## src/rtl/mul_div_if.sv

```systemverilog
// Operand/result bundle between the control path and the iterative multiply/divide unit.
// The master side drives requests and MTHI/MTLO writes; the slave side returns status and HI/LO.
interface mul_div_if #(
    parameter int XLEN = 32
);
    logic            start;
    logic [1:0]      op;
    logic [XLEN-1:0] operand_a;
    logic [XLEN-1:0] operand_b;
    logic            hilo_we;
    logic            hilo_sel;
    logic [XLEN-1:0] hilo_wdata;
    logic            busy;
    logic            done;
    logic [XLEN-1:0] hi;
    logic [XLEN-1:0] lo;

    modport master (
        output start, op, operand_a, operand_b, hilo_we, hilo_sel, hilo_wdata,
        input  busy, done, hi, lo
    );

    modport slave (
        input  start, op, operand_a, operand_b, hilo_we, hilo_sel, hilo_wdata,
        output busy, done, hi, lo
    );
endinterface

```

## src/rtl/mul_div_unit.sv

```systemverilog
// Iterative radix-2 multiply/divide unit owning HI/LO. Signed operations run on
// magnitudes and the result sign is fixed up in a single cycle after the last step.
module mul_div_unit #(
    parameter int XLEN = 32
) (
    input  logic        clk,
    input  logic        rst,
    mul_div_if.slave    bus
);
    localparam int CW = $clog2(XLEN);

    typedef enum logic [1:0] {
        S_IDLE = 2'd0,
        S_CALC = 2'd1,
        S_FIX  = 2'd2
    } state_t;

    state_t            r_state;
    logic [CW-1:0]     r_cnt;
    logic              r_is_div;
    logic              r_neg_q;
    logic              r_neg_r;
    logic              r_divz;
    logic [XLEN-1:0]   r_a_raw;
    logic [XLEN-1:0]   r_b;
    logic [2*XLEN-1:0] r_p;
    logic [XLEN-1:0]   r_hi;
    logic [XLEN-1:0]   r_lo;
    logic              r_busy;
    logic              r_done;

    logic              w_a_neg;
    logic              w_b_neg;
    logic [XLEN-1:0]   w_a_mag;
    logic [XLEN-1:0]   w_b_mag;
    logic [XLEN:0]     w_mul_sum;
    logic [XLEN:0]     w_div_shift;
    logic [XLEN+1:0]   w_div_trial;
    logic [2*XLEN-1:0] w_p_next;
    logic [2*XLEN-1:0] w_prod;
    logic [XLEN-1:0]   w_quo;
    logic [XLEN-1:0]   w_rem;
    logic [XLEN-1:0]   w_res_hi;
    logic [XLEN-1:0]   w_res_lo;

    // op[0]=0 selects the signed variants (MULT/DIV)
    assign w_a_neg = ~bus.op[0] & bus.operand_a[XLEN-1];
    assign w_b_neg = ~bus.op[0] & bus.operand_b[XLEN-1];
    assign w_a_mag = w_a_neg ? ({XLEN{1'b0}} - bus.operand_a) : bus.operand_a;
    assign w_b_mag = w_b_neg ? ({XLEN{1'b0}} - bus.operand_b) : bus.operand_b;

    // r_p holds {partial product, multiplier} or {remainder, dividend/quotient}
    assign w_mul_sum   = {1'b0, r_p[2*XLEN-1:XLEN]} + (r_p[0] ? {1'b0, r_b} : {(XLEN+1){1'b0}});
    assign w_div_shift = r_p[2*XLEN-1:XLEN-1];
    assign w_div_trial = {1'b0, w_div_shift} - {2'b00, r_b};

    // Next iteration value for the shared shift register
    always_comb begin
        w_p_next = r_p;
        if (r_is_div) begin
            if (!w_div_trial[XLEN+1]) begin
                w_p_next = {w_div_trial[XLEN-1:0], r_p[XLEN-2:0], 1'b1};
            end else begin
                w_p_next = {w_div_shift[XLEN-1:0], r_p[XLEN-2:0], 1'b0};
            end
        end else begin
            w_p_next = {w_mul_sum, r_p[XLEN-1:1]};
        end
    end

    assign w_prod = r_neg_q ? ({(2*XLEN){1'b0}} - r_p) : r_p;
    assign w_quo  = r_neg_q ? ({XLEN{1'b0}} - r_p[XLEN-1:0]) : r_p[XLEN-1:0];
    assign w_rem  = r_neg_r ? ({XLEN{1'b0}} - r_p[2*XLEN-1:XLEN]) : r_p[2*XLEN-1:XLEN];

    // Final HI/LO selection, including the divide-by-zero convention
    always_comb begin
        w_res_hi = w_prod[2*XLEN-1:XLEN];
        w_res_lo = w_prod[XLEN-1:0];
        if (r_is_div) begin
            if (r_divz) begin
                w_res_hi = r_a_raw;
                w_res_lo = {XLEN{1'b1}};
            end else begin
                w_res_hi = w_rem;
                w_res_lo = w_quo;
            end
        end else begin
            w_res_hi = w_prod[2*XLEN-1:XLEN];
            w_res_lo = w_prod[XLEN-1:0];
        end
    end

    // Control FSM, datapath registers and architectural HI/LO
    always_ff @(posedge clk) begin
        if (rst) begin
            r_state  <= S_IDLE;
            r_cnt    <= {CW{1'b0}};
            r_is_div <= 1'b0;
            r_neg_q  <= 1'b0;
            r_neg_r  <= 1'b0;
            r_divz   <= 1'b0;
            r_a_raw  <= {XLEN{1'b0}};
            r_b      <= {XLEN{1'b0}};
            r_p      <= {(2*XLEN){1'b0}};
            r_hi     <= {XLEN{1'b0}};
            r_lo     <= {XLEN{1'b0}};
            r_busy   <= 1'b0;
            r_done   <= 1'b0;
        end else begin
            r_done <= 1'b0;
            case (r_state)
                S_IDLE: begin
                    if (bus.start) begin
                        r_state  <= S_CALC;
                        r_cnt    <= {CW{1'b0}};
                        r_busy   <= 1'b1;
                        r_is_div <= bus.op[1];
                        r_neg_q  <= w_a_neg ^ w_b_neg;
                        r_neg_r  <= w_a_neg;
                        r_divz   <= (bus.operand_b == {XLEN{1'b0}});
                        r_a_raw  <= bus.operand_a;
                        if (bus.op[1]) begin
                            r_b <= w_b_mag;
                            r_p <= {{XLEN{1'b0}}, w_a_mag};
                        end else begin
                            r_b <= w_a_mag;
                            r_p <= {{XLEN{1'b0}}, w_b_mag};
                        end
                    end else if (bus.hilo_we) begin
                        if (bus.hilo_sel) begin
                            r_hi <= bus.hilo_wdata;
                        end else begin
                            r_lo <= bus.hilo_wdata;
                        end
                    end
                end
                S_CALC: begin
                    r_p   <= w_p_next;
                    r_cnt <= r_cnt + {{(CW-1){1'b0}}, 1'b1};
                    if (r_cnt == CW'(XLEN-1)) begin
                        r_state <= S_FIX;
                    end
                end
                S_FIX: begin
                    r_hi    <= w_res_hi;
                    r_lo    <= w_res_lo;
                    r_done  <= 1'b1;
                    r_busy  <= 1'b0;
                    r_state <= S_IDLE;
                end
                default: begin
                    r_state <= S_IDLE;
                    r_busy  <= 1'b0;
                end
            endcase
        end
    end

    assign bus.busy = r_busy;
    assign bus.done = r_done;
    assign bus.hi   = r_hi;
    assign bus.lo   = r_lo;
endmodule

```

## src/flat_wrapper.sv

```systemverilog
// flat-port wrapper written by rule: the top's interface ports become plain ports
module mul_div_unit_flat 
#(
    parameter int XLEN = 32
)
  (clk, rst, bus_start, bus_op, bus_operand_a, bus_operand_b, bus_hilo_we, bus_hilo_sel, bus_hilo_wdata, bus_busy, bus_done, bus_hi, bus_lo);
  mul_div_if #(.XLEN(XLEN)) bus_i ();
  input  logic clk;
  input  logic rst;
  input wire logic [$bits(bus_i.start)-1:0] bus_start;
  input wire logic [$bits(bus_i.op)-1:0] bus_op;
  input wire logic [$bits(bus_i.operand_a)-1:0] bus_operand_a;
  input wire logic [$bits(bus_i.operand_b)-1:0] bus_operand_b;
  input wire logic [$bits(bus_i.hilo_we)-1:0] bus_hilo_we;
  input wire logic [$bits(bus_i.hilo_sel)-1:0] bus_hilo_sel;
  input wire logic [$bits(bus_i.hilo_wdata)-1:0] bus_hilo_wdata;
  output wire logic [$bits(bus_i.busy)-1:0] bus_busy;
  output wire logic [$bits(bus_i.done)-1:0] bus_done;
  output wire logic [$bits(bus_i.hi)-1:0] bus_hi;
  output wire logic [$bits(bus_i.lo)-1:0] bus_lo;
  assign bus_i.start = bus_start;
  assign bus_i.op = bus_op;
  assign bus_i.operand_a = bus_operand_a;
  assign bus_i.operand_b = bus_operand_b;
  assign bus_i.hilo_we = bus_hilo_we;
  assign bus_i.hilo_sel = bus_hilo_sel;
  assign bus_i.hilo_wdata = bus_hilo_wdata;
  assign bus_busy = bus_i.busy;
  assign bus_done = bus_i.done;
  assign bus_hi = bus_i.hi;
  assign bus_lo = bus_i.lo;
  mul_div_unit #(.XLEN(XLEN)) u_core (.clk(clk), .rst(rst), .bus(bus_i));
endmodule
```

## config.mk

```make
export PLATFORM = sky130hd
export DESIGN_NAME = mul_div_unit_flat
export DESIGN_NICKNAME = d
export VERILOG_FILES = /design/src/rtl/mul_div_if.sv /design/src/rtl/mul_div_unit.sv /design/src/flat_wrapper.sv
export SDC_FILE = /design/constraint.sdc
export NUM_CORES = 1
export LEC_CHECK = 0
export CORE_MARGIN = 1.5
export CORE_UTILIZATION = 51
export CTS_BUF_LIST = sky130_fd_sc_hd__clkbuf_8 sky130_fd_sc_hd__clkbuf_16
export CTS_CLUSTER_DIAMETER = 50
export DETAILED_ROUTE_END_ITERATION = 7
export PLACE_DENSITY = 0.78
export SYNTH_ARGS = -nofsm -noshare
export SYNTH_HDL_FRONTEND = slang
export SYNTH_SLANG_ARGS = --single-unit
```

## constraint.sdc

```tcl
create_clock -name clk -period 4.89 [get_ports clk]
set_clock_uncertainty 0.1 [all_clocks]
set_input_delay 0.978 -clock clk [delete_from_list [all_inputs] [get_ports clk]]
set_output_delay 0.978 -clock clk [all_outputs]
set_load 0.005 [all_outputs]
```

==> results of run 1 <==
==> through the flow <==
step | hold slack [ns] | total power, mW | cell area [um^2]
after floorplan | 0.332 | 3.00 | 16600
after detailed placement | 0.344 | 3.62 | 18500
after global routing | 0.373 | 6.09 | 19600
final | 0.351 | 5.90 | 19600
after CTS | 0.353 | 5.83 | 19600
after global placement | 0.342 | 3.60 | 18500
==> routing by layer <==
metal,global-route usage,vias up
met2,0.570,1301
met5,0,-
met3,0.0695,208
li1,-,8430
met1,0.526,8696
met4,0.155,0
==> state kept, by name (all words and copies together) (netlist names), 2 cells and up <==
register        flops
u_core.bus.hi      32
u_core.bus.lo      32
u_core.r_state      2
u_core.r_p         64
u_core.r_a_raw     32
u_core.r_b         32
u_core.r_cnt        5
==> layout make-up <==
| type | count | area, um^2 | area share |
|---|---|---|---|
| Clock inverter | 24 | 269 | 0.0137 |
| Clock buffer | 31 | 764 | 0.0391 |
| Inverter | 70 | 263 | 0.0134 |
| Multi-Input combinational cell | 1836 | 11600 | 0.592 |
| Sequential cell | 205 | 4110 | 0.210 |
| Timing Repair Buffer | 213 | 2040 | 0.104 |
| Tap cell | 435 | 544 | 0.0278 |
==> worst max-delay path, cell delays in order, from the launching register on <==
cell,delay (ns)
dfxtp_1,0.31
inv_1,0.22
buf_4,0.28
nor2_1,0.06
ha_1,0.20
a21o_1,0.20
or3_1,0.33
o221a_2,0.28
or4_1,0.54
a21oi_1,0.51
o21ai_0,0.23
xnor2_1,0.17
nand2_1,0.07
a32o_1,0.25
==> power by group <==
part	switching, mW	total (mW)	internal (mW)
combinational	1.06	1.71	0.656
clock	0.919	2.24	1.32
sequential	0.162	1.94	1.78
==> final timing paths <==
path                      end  depth (start not counted)  slack, ns             start
max reg2reg    u_core.r_p[61]                         13       1.03     u_core.r_p[0]
min reg2reg  u_core.bus.lo[2]                          2       0.35  u_core.bus.lo[2]
min          u_core.bus.lo[2]                          2       0.35  u_core.bus.lo[2]
max            u_core.r_p[61]                         13       1.03     u_core.r_p[0]
==> logic make-up after synthesis <==
logic type,count (synthesis),synth area share
compound gates,760,0.292
xor+xnor,169,0.0894
fa+ha+maj,72,0.0553
buf+inv,236,0.0550
flops,205,0.248
mux,61,0.0372
simple gates,774,0.224
==> cell usage in the layout, fill, tap and decap left out, drive strengths merged, types with 46 or more instances in the layout <==
cell	netlist	final
clkdlybuf4s50	0	166
o21ai	168	168
nand2	297	297
buf	24	47
inv	67	78
a21oi	245	245
xor2	65	65
mux2i	56	56
dfxtp	205	205
nor2	213	213
xnor2	104	104
o221ai	46	46
ha	70	70
==> results.py, run 1 <==
metrics = {
    "placed_design": {
        "port_buffers": 168,
        "place_ws_ns": 0.733,
        "gp_congestion": 1.01,
        "dpl.hpwl_mm": 49.9,
        "dp_cells": 2759,
    },
    "clock_tree": {
        "post-cts-setup-buffers": 0,
        "ctsResizeCount": 0,
        "cts_buffers": 30,
        "cts_tree": "yes",
        "clk_pin_slew_worst_paths_ns": 0.06,
        "clk_latency_ns": 0.58,
        "clockBufferDepth": 3,
        "htreeDepth": 1,
        "holdBufCountCts": 0,
        "cts.sink_count": 205,
        "clockRootBuffer": "clkbuf_16",
    },
    "yosys": {
        "yosysWarningCount": 0,
        "synth_top_cell_area_share": 0.248,
        "synth-edff-count": 0,
        "post_synth_instance_area_um2": 16600,
        "ys_types": 95,
        "synthTopCellsByArea": "dfxtp_1 (25%), a21oi_1 (7.4%), nand2_1 (6.7%)",
        "netlist_top_cells_count": "nand2_1 (297), a21oi_1 (245), nor2_1 (213)",
        "netlist_instances": 2277,
        "syn-num-nets": 2452,
        "synth.most_common_cell": "nand2_1",
        "avgSynthCellArea_um2": 7.27,
        "synth_seq_cells": 205,
        "synth_ff_type": "dfxtp_1",
        "synth_top_area_cell": "dfxtp_1",
        "synthArstFlopShare": 0,
        "ys_seq_area_frac": 0.248,
    },
    "power_and_ir_drop": {
        "irDropWorstVdd_v": 0.000295,
        "total_leakage_power_nw": 7.50,
        "powerDensity_nw_per_um2": 302,
    },
    "timing": {
        "rsz0062_at_grt": "false",
        "maxSlewViolCount": 0,
        "worst_slew_pin_slew_ns": 1.13,
        "hold_violations": 0,
        "fin_tns_setup_ns": 0,
        "fmax_ghz": 0.259,
        "relSlewSlack": 0.245,
        "setup_viol": 0,
        "setup_ws_ns": 1.03,
        "min_period_over_period": 0.789,
        "fin_crit_ns": 3.86,
    },
    "die": {
        "row_count": 65,
        "die-area_um2": 33600,
        "die_h_um": 183,
        "start_util": 0.521,
        "design.core.area_um2": 31800,
        "die_x_um": 183,
        "io_pins": 169,
    },
    "drt": {
        "drc": 0,
        "routedWlPerCell_um": 23.4,
        "drt-met1-wl_mm": 26.7,
        "detail_route.iter0.violations": 2766,
        "drt-total-wl_mm": 65.7,
        "topRoutingLayerUsed": "met4",
        "route.met3.wl_mm": 7.92,
        "first_pass_iters": 6,
        "wl_met2_mm": 27.8,
        "drtAntennaViolNets": 0,
        "viasPerCell": 6.62,
        "vias": 18600,
    },
    "cells_and_area": {
        "layout.cells.non_filler": 2814,
        "layout-drive-gt1-share": 0.0668,
        "final_nets": 2531,
        "utilization": 0.615,
        "nFillCells": 2902,
        "diodes": 0,
        "syn_to_final_growth_pct": 18.1,
    },
    "setup_path": {
        "arrival_ns": 4.23,
        "cp-end-kind": "register",
        "path_class": "register to register",
        "cp.required_ns": 5.26,
        "crit_fanout": 15,
        "cp-start-kind": "register",
    },
    "grt": {
        "overflow": 0,
        "grt_pass1_wl_mm": 98.5,
        "grt_max_degree": 151,
        "grt_pass1_vias": 16500,
        "antenna_found_initial": 0,
        "grt_use_total": 0.377,
    },
    "run": {
        "maxCapViolations": 0,
    },
    "min_path": {
        "hold_class": "register to register",
    },
    "run_status": {
        "status": "finished, final reports clean",
    },
}
(Power assumes the default switching activity.)
==> run 2, diff against run 1 <==
- clock period: 4.89 -> 3.6 ns (I/O delays scaled with it)
==> run 2 against run 1 <==
  * Register-to-register slack worse by 0.90 ns
  * Sequential cell count unchanged
  * Die area unchanged
  * Sequential power up 34%
  * Routed wire length up 4.1%
  * Setup slack worse by 0.90 ns
  * Fmax up 11%
  * Critical endpoint is now u_core.r_p[62]
==> results.py, run 2 (synthesis results as in run 1) <==
metrics = {
    "run_status": {
        "status": "finished, final reports clean",
    },
    "placed_design": {
        "dpl.hpwl_mm": 53.4,
        "gp_congestion": 1.03,
        "placed_area_um2": 19500,
        "place_ws_ns": -0.177,
        "port_buffers": 168,
    },
    "cells_and_area": {
        "fin_area_um2": 20500,
        "layout-drive-gt1-share": 0.114,
        "register_area_um2": 4110,
        "diodes": 0,
        "final_nets": 2647,
        "syn_to_final_growth_pct": 23.6,
        "utilization": 0.644,
        "largest_reg_flops": 64,
        "nFillCells": 2824,
        "multi_input_area_um2": 11600,
        "layout_commonest_cell": "nand2_1",
        "top_register": "u_core.r_p",
        "final_cell_mix": "nand2_1 (296), a21oi_1 (243), nor2_1 (206)",
    },
    "drt": {
        "routedWlPerCell_um": 23.4,
        "detail_route.iter0.violations": 2223,
        "drt-total-wl_mm": 68.5,
        "first_pass_iters": 5,
        "drtAntennaViolNets": 0,
        "viasPerCell": 6.51,
        "drc": 0,
        "vias": 19100,
    },
    "setup_path": {
        "r2r_end": "u_core.r_p[62]",
        "path_class": "register to register",
        "crit_fanout": 5,
        "cp.required_ns": 3.95,
        "arrival_ns": 3.82,
        "cp-end-kind": "register",
        "r2r-start": "u_core.r_p[31]",
        "r2r_setup_slack_ns": 0.13,
        "cp-start-kind": "register",
        "r2r_cells": 13,
    },
    "grt": {
        "top_usage_layer": "met2",
        "grt_pass1_wl_mm": 103,
        "grtUsageMet2": 0.629,
        "grt_pass1_vias": 17300,
        "met3_usage": 0.0602,
        "grt_use_met1": 0.539,
        "grt_use_total": 0.396,
        "overflow": 0,
        "antenna_found_initial": 0,
        "grt_max_degree": 115,
    },
    "run": {
        "maxCapViolations": 0,
    },
    "power_and_ir_drop": {
        "irDropWorstVdd_v": 0.000370,
        "powerDensity_nw_per_um2": 393,
        "total_leakage_power_nw": 8.07,
    },
    "die": {
        "row_count": 65,
        "die_x_um": 183,
        "die-area_um2": 33600,
        "design.core.area_um2": 31800,
        "die_h_um": 183,
        "io_pins": 169,
        "start_util": 0.521,
    },
    "min_path": {
        "hold_start": "u_core.bus.lo[4]",
        "hold-path-endpoint": "u_core.bus.lo[4]",
        "whs_path_depth": 2,
        "hold_class": "register to register",
    },
    "timing": {
        "relSlewSlack": 0.256,
        "hold_violations": 0,
        "rsz0062_at_grt": "false",
        "fin_crit_ns": 3.47,
        "min_period_over_period": 0.965,
        "setup_ws_ns": 0.127,
        "worst_slew_pin_slew_ns": 1.11,
        "maxSlewViolCount": 0,
        "setup_viol": 0,
        "fmax_ghz": 0.288,
    },
    "clock_tree": {
        "clk_pin_slew_worst_paths_ns": 0.06,
        "cts_tree": "yes",
        "holdBufCountCts": 0,
        "htreeDepth": 1,
        "cts_buffers": 29,
        "clockRootBuffer": "clkbuf_16",
        "clockBufferDepth": 3,
        "cts.sink_count": 205,
        "clk_latency_ns": 0.56,
    },
}
## run 2: cell types whose count changed in the layout (fill, tap and decap cells not counted), sizes merged
cell	delta
clkinv	-3
clkinvlp	+2
buf	+117
inv	-2
## run 2: critical path, stage by stage (launching register included)
cell and delay [ns]:
dfxtp_1 0.31, inv_1 0.16, ha_1 0.21, inv_1 0.06
fa_1 0.42, a211oi_1 0.33, o21ai_0 0.20, nand4_1 0.17
a21boi_0 0.19, a31o_2 0.34, a311oi_2 0.31, mux2i_1 0.22
a21oi_1 0.08, a221o_1 0.26
## run 2: final cells by class
type | instances | area share
clock inverter | 21 | 0.0111
timing repair buffer | 330 | 0.145
multi-input combinational | 1836 | 0.567
clock buffer | 31 | 0.0368
sequential | 205 | 0.201
inverter | 70 | 0.0128
tap | 435 | 0.0266
## run 2: metal layers
| metal | part of all wire | wire (um) |
|---|---|---|
| met1 | 0.42 | 28800 |
| met2 | 0.44 | 30200 |
| met3 | 0.093 | 6390 |
| met4 | 0.045 | 3050 |
| met5 | 0 | 0 |
## run 2: what timing repair did
action,CTS,global route
setup endpoints to repair,0,11
resized for setup,0,12
setup buffers,0,0
## run 2: per-stage QoR
step	hold WS, ns	std cells	power [mW]	TNS [ns]
4_1_cts	0.352	2928	7.94	0
6_report	0.349	2928	8.04	0
5_1_grt	0.364	2928	8.30	0
2_1_floorplan	0.332	2277	4.08	0
3_3_place_gp	0.341	2876	5.02	-0.311
3_5_place_dp	0.344	2876	5.05	-0.905
## run 2: how the worst max path moves through the flow
stage / startpoint / to / cells after the start
after detailed placement: bus_operand_b[12] / u_core.r_p[26] / 11
after CTS: u_core.r_p[24] / u_core.bus.hi[22] / 10
final: u_core.r_p[31] / u_core.r_p[62] / 13
after global placement: bus_operand_b[12] / u_core.r_b[28] / 11
after floorplan: u_core.r_p[0] / u_core.r_p[61] / 13
after global routing: u_core.r_p[0] / u_core.r_p[61] / 15
## run 2: where the power goes
group	switching (mW)	internal, mW	total (mW)
logic	1.53	0.994	2.52
registers	0.167	2.42	2.59
clock network	1.18	1.75	2.93
